## config.mk

```make
export PLATFORM = sky130hd
export DESIGN_NAME = lfsr_ready_gen
export DESIGN_NICKNAME = d
export VERILOG_FILES = /design/src/rtl/axis_chk_pkg.sv /design/src/rtl/axis_stream_checker_lfsr.sv
export SDC_FILE = /design/constraint.sdc
export NUM_CORES = 1
export LEC_CHECK = 0
export ABC_AREA = 1
export ABC_CLOCK_PERIOD_IN_PS = 900
export BUFFER_PORTS_ARGS = -buffer_cell sky130_fd_sc_hd__buf_2
export CAP_MARGIN = 10
export CELL_PAD_IN_SITES_DETAIL_PLACEMENT = 1
export CELL_PAD_IN_SITES_GLOBAL_PLACEMENT = 2
export CORE_MARGIN = 4
export CORE_UTILIZATION = 24
export CTS_BUF_LIST = sky130_fd_sc_hd__clkbuf_4
export CTS_CLUSTER_DIAMETER = 120
export DETAILED_ROUTE_END_ITERATION = 7
export GPL_ROUTABILITY_DRIVEN = 1
export PLACE_DENSITY_LB_ADDON = 0.1
export SYNTH_ARGS = -nofsm -noshare
export SYNTH_HDL_FRONTEND = slang
export SYNTH_SLANG_ARGS = --single-unit
export TNS_END_PERCENT = 1
```

## constraint.sdc

```tcl
create_clock -name aclk -period 0.9 [get_ports aclk]
set_input_delay 0.045 -clock aclk [delete_from_list [all_inputs] [get_ports aclk]]
set_output_delay 0.045 -clock aclk [all_outputs]
set_load 0.05 [all_outputs]
```

## src/rtl/axis_chk_pkg.sv

```systemverilog
// Shared types and helpers for the AXIS stream checker: FSM states, LFSR polynomial,
// and width helpers used by the top and the backpressure LFSR.
package axis_chk_pkg;

  typedef enum logic [1:0] {
    IDLE = 2'd0,
    RUN  = 2'd1,
    HALT = 2'd2
  } chk_state_e;

  // x^16 + x^14 + x^13 + x^11 + 1, right-shifting Galois form
  localparam logic [15:0] LFSR_TAPS = 16'hB400;

  function automatic int clog2_min1(input int n);
    if (n <= 32'sd1) begin
      return 32'sd1;
    end else begin
      return $clog2(n);
    end
  endfunction

  function automatic logic [15:0] lfsr_step(input logic [15:0] v);
    if (v[0]) begin
      return {1'b0, v[15:1]} ^ LFSR_TAPS;
    end else begin
      return {1'b0, v[15:1]};
    end
  endfunction

endpackage

```

## src/rtl/axis_stream_checker_lfsr.sv

```systemverilog
// 16-bit Galois LFSR that paces tready when backpressure is enabled.
// Advances only when step is high; loads seed on reset.
module lfsr_ready_gen
  import axis_chk_pkg::*;
(
  input  logic        aclk,
  input  logic        arst,
  input  logic        step,
  input  logic [15:0] seed,
  output logic [15:0] lfsr_out
);

  logic [15:0] lfsr_q;
  logic [15:0] lfsr_d;

  // Next LFSR value: advance on step, otherwise hold
  always_comb begin
    lfsr_d = lfsr_q;
    if (step) begin
      lfsr_d = lfsr_step(lfsr_q);
    end else begin
      lfsr_d = lfsr_q;
    end
  end

  // LFSR state register
  always_ff @(posedge aclk) begin
    if (arst) begin
      lfsr_q <= seed;
    end else begin
      lfsr_q <= lfsr_d;
    end
  end

  assign lfsr_out = lfsr_q;

endmodule

```

==> summary.md, run 1 <==
| Metric | Value |
|---|---|
| Synthesized instance count | `78` |
| Met2 usage | `0.1495` |
| Number of flops mapped to enable cells by yosys | `16` |
| Min Tclk post-route | `0.9838 ns` |
| FF+latch count, synth | `16` |
| Sequential element share of the synthesized area | `0.6275` |
| Mapped Nets | `97` |
| GRT busiest layer | `met2` |
| Top delay family on crit path | `flip-flops` |
| Peak fanout along the critical path | `4` |
| RD Place Congestion | `0.7014` |
| Share of the synthesized area in the top cell type | `0.6275` |
| Critical path class | `reg -> reg` |
| Largest area contributor in the netlist | `edfxtp_1` |
| Final WL | `1.913 mm` |
| Worst Setup End Kind | `register` |
| Final setup viols | `21` |
| Die Y | `64.49 µm` |
| Area contributors post-synth | `edfxtp_1 (63%), nand2_1 (22%), nand2_2 (4.1%)` |
| Layout cells sized above 1 | `0.4286` |
| Total track usage | `0.09949` |
| Multi-input combinational cell area | `222.7 µm²` |
| First-pass GRT wire length | `3.139 mm` |
| Die X | `64.49 µm` |
| Via count | `671` |
| Max Clk Rate | `1016 MHz` |
| Row count | `20` |
| Worst path most repeated cell | `nand2_1` |
| Ys async rst share | `0` |
| Worst Setup Start Kind | `register` |
| Leakage | `0.5551 nW` |
| Synth Area per Inst | `9.817 µm²` |
| Core area | `3053 µm²` |
| Critical Path RT | `0.95 ns` |
| Maxcap violations | `0` |
| Reg clk slew, reported paths | `0.09 ns` |
| Largest net degree at the start of global routing | `19` |
| Critical Path, Cell by Cell | `inv_2 -> nand2_1 -> nand3_1 -> nand2_1` |
| Fin. Hold Viols | `0` |
| Crit path buffers/inverters | `1` |
| Initial antenna violation count | `0` |
| CP arrival | `1.04 ns` |
| Fill count | `380` |
| Root buffer cell | `clkbuf_4` |
| Pre-antenna DRT Iters | `4` |
| Seq. cell area | `480.5 µm²` |
| # diodes | `0` |
| Met3 Use GR | `0.03986` |
| Synth Warn # | `0` |
| Violated checks | `setup timing` |
| Syn-to-layout area delta | `47.06%` |
| Max IR drop VDD | `0.8478 mV` |
| R2R depth | `4` |
| Ys flop type | `edfxtp_1` |
| Vias in the first global route | `702` |
| Final worst path period share | `1.093` |
| Post-DRT Antenna Nets | `0` |
| Worst-Margin Slew | `0.3939 ns` |
| Finished Layout Cells | `163` |
| RSZ-0062 raised after global routing | `yes` |
| Slew headroom | `0.7374` |
| Remaining Overflow, GRT | `0` |
| Largest register FFs | `16` |
| Iteration-0 DRC Markers | `9` |
| Max-slew violation count | `0` |
| Placed Area | `962.2 µm²` |
| Global Route met1 Usage | `0.1304` |
| Setup slack after layout | `-0.08382 ns` |
| Hold/Removal Path Class | `in -> reg` |
| Top-count cell post-synth | `nand2_1` |
| Die Footprint | `4158 µm²` |
| Post-layout nets | `139` |
| Wire per inst | `11.74 µm` |
| Finished Cell Area | `1126 µm²` |
| Post-synth cell types | `10` |
| Avg Vias per Cell | `4.117` |
| Placed insts | `154` |
| Hold path depth | `3` |
| Dpl hpwl | `1.350 mm` |
| IO Count | `35` |
| Num CTS Buffers | `3` |
| Remaining DRCs | `0` |
| Clk_lat worst skew | `0.29 ns` |
| Outcome | `finished with violations` |
| Power Density | `1811 nW/µm²` |
| Clk sink count | `16` |
| Deepest clock path buffer count | `2` |
| Slowest CP cell | `edfxtp_1` |
| H-tree levels | `1` |
| Top cells by count, synth | `nand2_1 (44), edfxtp_1 (16), nand2_2 (5)` |
| Synthesized cell area | `765.7 µm²` |
| Starting Density | `0.2508` |
| PortBufs | `34` |
| Clock skew | `0.0008014 ns` |
| Hold buffers post-CTS | `0` |
| Design Power | `2.039 mW` |
| WP depth | `4` |
| CP max stage delay | `0.46 ns` |
| TritonCTS clock tree | `built` |
==> layer usage <==
layer / part of all wire / wire length [µm]
met5: 0 / 0
met4: 0.010 / 20
met3: 0.075 / 144
met2: 0.46 / 872
met1: 0.46 / 876
==> metrics by stage <==
stage / utilization / setup TNS [ns] / hold WS (ns) / setup slack, ns
2_1_floorplan: - / -2.500 / 0.2267 / -0.2684
3_3_place_gp: 0.3152 / -0.8312 / 0.3168 / -0.04498
3_5_place_dp: 0.3152 / -0.7261 / 0.3211 / -0.07219
4_1_cts: 0.3689 / -1.087 / 0.01014 / -0.08608
5_1_grt: 0.3689 / -1.911 / 0.01610 / -0.1348
6_report: 0.3689 / -0.8303 / 0.02115 / -0.08382
==> tightest hold or removal path, stage by stage <==
cell and delay [ns]:
buf_2 0.07, nand2_1 0.04, nand2_1 0.05
==> repair_timing <==
action / 4_1_cts / 5_1_grt
buffers inserted: 5 / 0
pin swaps: 0 / 2
setup endpoints to repair: 20 / 22
gates resized for setup: 33 / 0
==> power by group <==
group          internal, mW  total, mW  switching [mW]
Sequential            0.921      0.985          0.0640
Clock                 0.161      0.394           0.233
Combinational         0.244      0.660           0.416
Total                  1.33       2.04           0.713
==> cell type report <==
class,count,area share
Tap cell,44,0.04889
Multi-Input combinational cell,54,0.1978
Inverter,5,0.02333
Clock buffer,3,0.02000
Timing Repair Buffer,40,0.2800
Sequential cell,16,0.4267
Clock inverter,1,0.003333
==> layout by cell type (no fill, tap or decap) <==
cell	n
edfxtp_1	16
inv_8	1
buf_4	6
o21ai_1	1
clkinv_1	1
nand3_1	3
buf_6	16
clkbuf_4	3
inv_2	1
nand2_1	44
buf_2	18
inv_1	3
nand2_2	5
or2_2	1
==> worst paths after layout <==
kind | start | endpoint | slack, ns
worst min register to register | lfsr_out[8] | lfsr_out[7] | 0.58
worst max register to register | lfsr_out[0] | lfsr_out[10] | -0.08
worst max-delay path | lfsr_out[0] | lfsr_out[10] | -0.08
worst min-delay path | seed[13] | lfsr_out[13] | 0.02
==> cell families (layout without fill, tap and decap cells) <==
kind of cell	Yosys count	count (layout)	synth area share
buffers and inverters	8	49	0.08169
flip-flops	16	16	0.6274
AO/OA/AOI/OAI	1	1	0.006530
AND/OR/NAND/NOR	53	53	0.2843
No activity file was read; power rests on OpenSTA's default activity.
==> run 2: changes to the inputs <==
Settings changed: SKIP_CTS_REPAIR_TIMING set to 1.
==> summary.md, run 2 (same netlist as run 1, synthesis figures left out) <==
| Metric | Value |
|---|---|
| Outcome | `finished with violations` |
| Violated checks | `setup timing` |
| Critical path class | `reg -> out` |
| Deepest clock path buffer count | `2 (unchanged)` |
| Leakage | `0.5471 nW (-1.4%)` |
| Util after Layout | `0.3578 (-0.01106)` |
| P_sw | `0.7069 mW (-0.90%)` |
| Clk_lat worst skew | `0.29 ns (about the same)` |
| Largest net degree at the start of global routing | `19 (unchanged)` |
| Commonest non-fill, non-tap cell in the layout | `nand2_1` |
| Dpl hpwl | `1.350 mm (unchanged)` |
| R2r startpoint | `lfsr_out[0]` |
| Wire per inst | `11.55 µm (-1.5%)` |
| Starting Density | `0.2508 (unchanged)` |
| TritonCTS clock tree | `built` |
| Root buffer cell | `clkbuf_4` |
| Min-delay src | `seed[2]` |
| PortBufs | `34 (unchanged)` |
| Die Y | `64.49 µm (unchanged)` |
| Initial antenna violation count | `0 (unchanged)` |
| RD Place Congestion | `0.7014 (unchanged)` |
| Final setup viols | `21 (unchanged)` |
| Post-layout nets | `140 (+0.72%)` |
| Final worst path period share | `1.118 (+0.02458)` |
| Hold/Removal Path Class | `in -> reg` |
| Post-DRT Antenna Nets | `0 (unchanged)` |
| Remaining DRCs | `0 (unchanged)` |
| Iteration-0 DRC Markers | `7 (-2)` |
| Core area | `3053 µm² (unchanged)` |
| Power Density | `1831 nW/µm² (+1.1%)` |
| Peak fanout along the critical path | `5 (+1)` |
| Pre-CTS setup slack | `-0.07219 ns (unchanged)` |
| Remaining Overflow, GRT | `0 (unchanged)` |
| Clock skew | `0.003196 ns (+0.002395 ns)` |
| First-pass GRT wire length | `3.042 mm (-3.1%)` |
| Die X | `64.49 µm (unchanged)` |
| Final WL | `1.895 mm (-0.94%)` |
| Top delay family on crit path | `flip-flops` |
| Seq pwr share | `0.489 (+0.006)` |
| Max-slew violation count | `0 (unchanged)` |
| Fin. Hold Viols | `0 (unchanged)` |
| Hold endpoint | `lfsr_out[2]` |
| Worst-Margin Slew | `0.3955 ns (+0.001559 ns)` |
| Clk sink count | `16 (unchanged)` |
| Max Clk Rate | `994.1 MHz (-2.2%)` |
| Total track usage | `0.09618 (-0.003304)` |
| CP max stage delay | `0.48 ns (+0.02 ns)` |
| Worst Setup Start Kind | `register` |
| H-tree levels | `1 (unchanged)` |
| Sw Ratio | `0.3534 (+0.003562)` |
| Worst setup path startpoint | `lfsr_out[0]` |
| CP arrival | `0.96 ns (-0.08 ns)` |
| Pre-antenna DRT Iters | `3 (-1)` |
| Hold path depth | `3 (unchanged)` |
| Maxcap violations | `0 (unchanged)` |
| Syn-to-layout area delta | `42.65%` |
| Design Power | `2.001 mW (-1.9%)` |
| Via count | `666 (-0.75%)` |
| RSZ-0062 raised after global routing | `yes` |
| Row count | `20 (unchanged)` |
| Most frequent cells in the layout | `nand2_1 (44), buf_2 (24), edfxtp_1 (16), buf_6 (9), buf_4 (8)` |
| Reg clk slew, reported paths | `0.10 ns (about the same)` |
| Max IR drop VDD | `0.8448 mV (-0.36%)` |
| Layout cells sized above 1 | `0.4333 (+0.004762)` |
| Largest register FFs | `16 (unchanged)` |
| Clk pwr share | `0.198 (+0.005)` |
| Setup slack after layout | `-0.1059 ns (-0.02212 ns)` |
| R2R depth | `4 (unchanged)` |
| Reg2Reg Setup Slack | `-0.10 ns (-0.02 ns)` |
| Avg Vias per Cell | `4.061 (-1.4%)` |
| Worst Setup End Kind | `output port` |
| Die Footprint | `4158 µm² (unchanged)` |
| Critical Path, Cell by Cell | `buf_6` |
| Min Tclk post-route | `1.006 ns (+0.02212 ns)` |
| Slowest CP cell | `edfxtp_1` |
| Critical Path RT | `0.85 ns (-0.10 ns)` |
| IO Count | `35 (unchanged)` |
| Num CTS Buffers | `3 (unchanged)` |
| # diodes | `0 (unchanged)` |
| Vias in the first global route | `675 (-3.8%)` |
| Combinational share of power | `0.313 (-0.011)` |
| Crit path buffers/inverters | `1 (unchanged)` |
| Slew headroom | `0.7364 (-0.001039)` |
| Fill count | `382 (+0.53%)` |
| Critical register-to-register path endpoint | `lfsr_out[10]` |
| Internal | `1.294 mW (-2.4%)` |
run 2: cell types whose count changed in the layout (fill, tap and decap cells not counted), sizes merged:
cell  change
buf       +1
run 2: worst max-delay path by stage:
stage | endpoint | slack [ns] | cells past startpoint
final | lfsr_out[0] | -0.11 | 1
after global routing | lfsr_out[0] | -0.14 | 1
after CTS | lfsr_out[0] | -0.19 | 1
after detailed placement | lfsr_out[10] | -0.07 | 4
after global placement | lfsr_out[6] | -0.04 | 2
after floorplan | lfsr_out[10] | -0.27 | 4
run 2: metal layers:
| layer | up-vias | track usage | share of wire |
|---|---|---|---|
| li1 | 332 | - | - |
| met4 | 0 | 0.02375 | 0.011 |
| met5 | - | 0 | 0 |
| met1 | 310 | 0.1250 | 0.47 |
| met2 | 22 | 0.1482 | 0.45 |
| met3 | 2 | 0.03986 | 0.068 |
run 2: final cells by class:
cell class	instances	area (µm²)	area share
Clock buffer	3	22.52	0.02062
Clock inverter	1	3.754	0.003436
Inverter	5	26.28	0.02405
Multi-Input combinational cell	54	222.7	0.2039
Sequential cell	16	480.5	0.4399
Tap cell	44	55.05	0.05040
Timing Repair Buffer	41	281.5	0.2577
run 2: through the flow:
stage | TNS, ns | hold slack, ns | area (µm²) | std cells
after floorplan | -2.500 | 0.2267 | 765.7 | 78
after global placement | -0.8312 | 0.3168 | 962.2 | 154
after detailed placement | -0.7261 | 0.3211 | 962.2 | 154
after CTS | -1.861 | 0.01014 | 988.4 | 158
after global routing | -2.241 | 0.01821 | 1092 | 164
final | -1.162 | 0.02229 | 1092 | 164
run 2: power by group through the flow:
stage               registers [mW]  clock network (mW)  logic [mW]
global route                 0.989               0.451       0.667
floorplan                     1.26                   0       0.131
CTS                          0.972               0.422       0.541
finish                       0.978               0.396       0.627
global placement             0.986                   0       0.538
detailed placement           0.987                   0       0.539
==> run 3: changes to the inputs <==
Settings changed: ABC_CLOCK_PERIOD_IN_PS 900 to 1200, CORE_UTILIZATION 24 to 29.
Clock period 0.9 ns to 1.2 ns, I/O delays scaled along.
==> summary.md, run 3 (same netlist as run 1, synthesis figures left out) <==
| Metric | Value |
|---|---|
| Layout cells sized above 1 | `0.4035 (-0.02982)` |
| Vias in the first global route | `653 (-3.3%)` |
| Power Density | `1456 nW/µm² (-20%)` |
| Min-delay src | `seed[8]` |
| Critical Path, Cell by Cell | `buf_2` |
| Num CTS Buffers | `3 (unchanged)` |
| Reg clk slew, reported paths | `0.10 ns (about the same)` |
| Peak fanout along the critical path | `5 (unchanged)` |
| Row count | `18 (-10%)` |
| Critical path class | `reg -> out` |
| Leakage | `0.4996 nW (-8.7%)` |
| R2r startpoint | `lfsr_out[0]` |
| Outcome | `finished, final reports clean` |
| Worst-Margin Slew | `0.3878 ns (-0.007613 ns)` |
| Post-layout nets | `134 (-4.3%)` |
| First-pass GRT wire length | `2.863 mm (-5.9%)` |
| RD Place Congestion | `0.6950 (-0.91%)` |
| Final worst path period share | `0.8975` |
| Maxcap violations | `0 (unchanged)` |
| Remaining DRCs | `0 (unchanged)` |
| Deepest clock path buffer count | `2 (unchanged)` |
| Clock skew | `0.006419 ns (+0.003223 ns)` |
| Crit path buffers/inverters | `1 (unchanged)` |
| Fin. Hold Viols | `0 (unchanged)` |
| Slew headroom | `0.7414 (+0.005075)` |
| Worst Setup Start Kind | `register` |
| Clk sink count | `16 (unchanged)` |
| Avg Vias per Cell | `4.278 (+5.3%)` |
| Syn-to-layout area delta | `26.80%` |
| Post-DRT Antenna Nets | `0 (unchanged)` |
| Multi-input combinational cell area | `222.7 µm² (unchanged)` |
| # diodes | `0 (unchanged)` |
| Max-slew violation count | `0 (unchanged)` |
| Dpl hpwl | `1.346 mm (-0.29%)` |
| Root buffer cell | `clkbuf_4` |
| Worst Setup End Kind | `output port` |
| H-tree levels | `1 (unchanged)` |
| Design Power | `1.414 mW (-29%)` |
| Remaining Overflow, GRT | `0 (unchanged)` |
| Hold/Removal Path Class | `in -> reg` |
| Largest net degree at the start of global routing | `19 (unchanged)` |
| Final setup viols | `0 (-100%)` |
| Core area | `2500 µm² (-18%)` |
| Pre-antenna DRT Iters | `3 (unchanged)` |
| Max Clk Rate | `928.5 MHz` |
| Iteration-0 DRC Markers | `15 (+8)` |
| Min Tclk post-route | `1.077 ns` |
| Initial antenna violation count | `0 (unchanged)` |
| Slowest CP cell | `edfxtp_1` |
| Top delay family on crit path | `flip-flops` |
| CP max stage delay | `0.43 ns (-0.05 ns)` |
| CP arrival | `1.02 ns (+0.06 ns)` |
| Via count | `616 (-7.5%)` |
| Die Y | `59.39 µm (-7.9%)` |
| Clk_lat worst skew | `0.28 ns (about the same)` |
| Die Footprint | `3527 µm² (-15%)` |
| Total track usage | `0.1094 (+0.01321)` |
| Hold WS | `0.03850 ns (+0.01621 ns)` |
| Seq. cell area | `480.5 µm² (unchanged)` |
| Critical Path RT | `1.14 ns (+0.29 ns)` |
| Placed insts | `140 (-9.1%)` |
| PortBufs | `34 (unchanged)` |
| Final WL | `1.789 mm (-5.6%)` |
| Die X | `59.39 µm (-7.9%)` |
| Commonest non-fill, non-tap cell in the layout | `nand2_1` |
| Util after Layout | `0.3884 (+0.03060)` |
| Total Neg Setup Slack | `0 ns (+1.162 ns)` |
| Worst setup path startpoint | `lfsr_out[0]` |
| TritonCTS clock tree | `built` |
| Most frequent cells in the layout | `nand2_1 (44), buf_2 (34), edfxtp_1 (16), nand2_2 (5)` |
| Max IR drop VDD | `0.5560 mV (-34%)` |
| Wire per inst | `12.42 µm (+7.5%)` |
| Fill count | `327 (-14%)` |
| Largest register FFs | `16 (unchanged)` |
| Finished Layout Cells | `144 (-12%)` |
| RSZ-0062 raised after global routing | `no` |
| IO Count | `35 (unchanged)` |
| Starting Density | `0.3063 (+0.05549)` |
-- run 3: changes by cell type in the layout (fill, tap and decap cells not counted), sizes merged --
| cell | change |
|---|---|
| buf | -6 |
-- run 3: metrics by stage --
stage	area [µm²]	worst slack, ns
CTS	970.9	0.1109
floorplan	765.7	0.03156
detailed placement	944.7	0.2208
global route	970.9	0.07443
global placement	944.7	0.2489
finish	970.9	0.1229
-- run 3: cell type report --
cell class	count	area share
Clock inverter	1	0.003866
Sequential cell	16	0.4948
Tap cell	30	0.03866
Inverter	5	0.02706
Multi-Input combinational cell	54	0.2294
Timing Repair Buffer	35	0.1830
Clock buffer	3	0.02320
-- run 3: layer usage --
layer,wire length (µm),vias to the layer above,global-route usage
met2,881,21,0.1888
li1,-,319,-
met5,0,-,0
met3,131,2,0.04139
met1,760,274,0.1300
met4,15,0,0.01942
-- run 3: power by group --
part	internal, mW	total, mW	switching, mW
Combinational	0.0955	0.397	0.302
Clock	0.121	0.289	0.169
Sequential	0.690	0.727	0.0380
Total	0.906	1.41	0.508
-- run 3: final timing paths --
check / end / cells after the start / slack (ns)
worst min-delay path: lfsr_out[8] / 3 / 0.04
worst max-delay path: lfsr_out[0] / 1 / 0.12
worst min register to register: lfsr_out[14] / 2 / 0.55
worst max register to register: lfsr_out[12] / 4 / 0.21
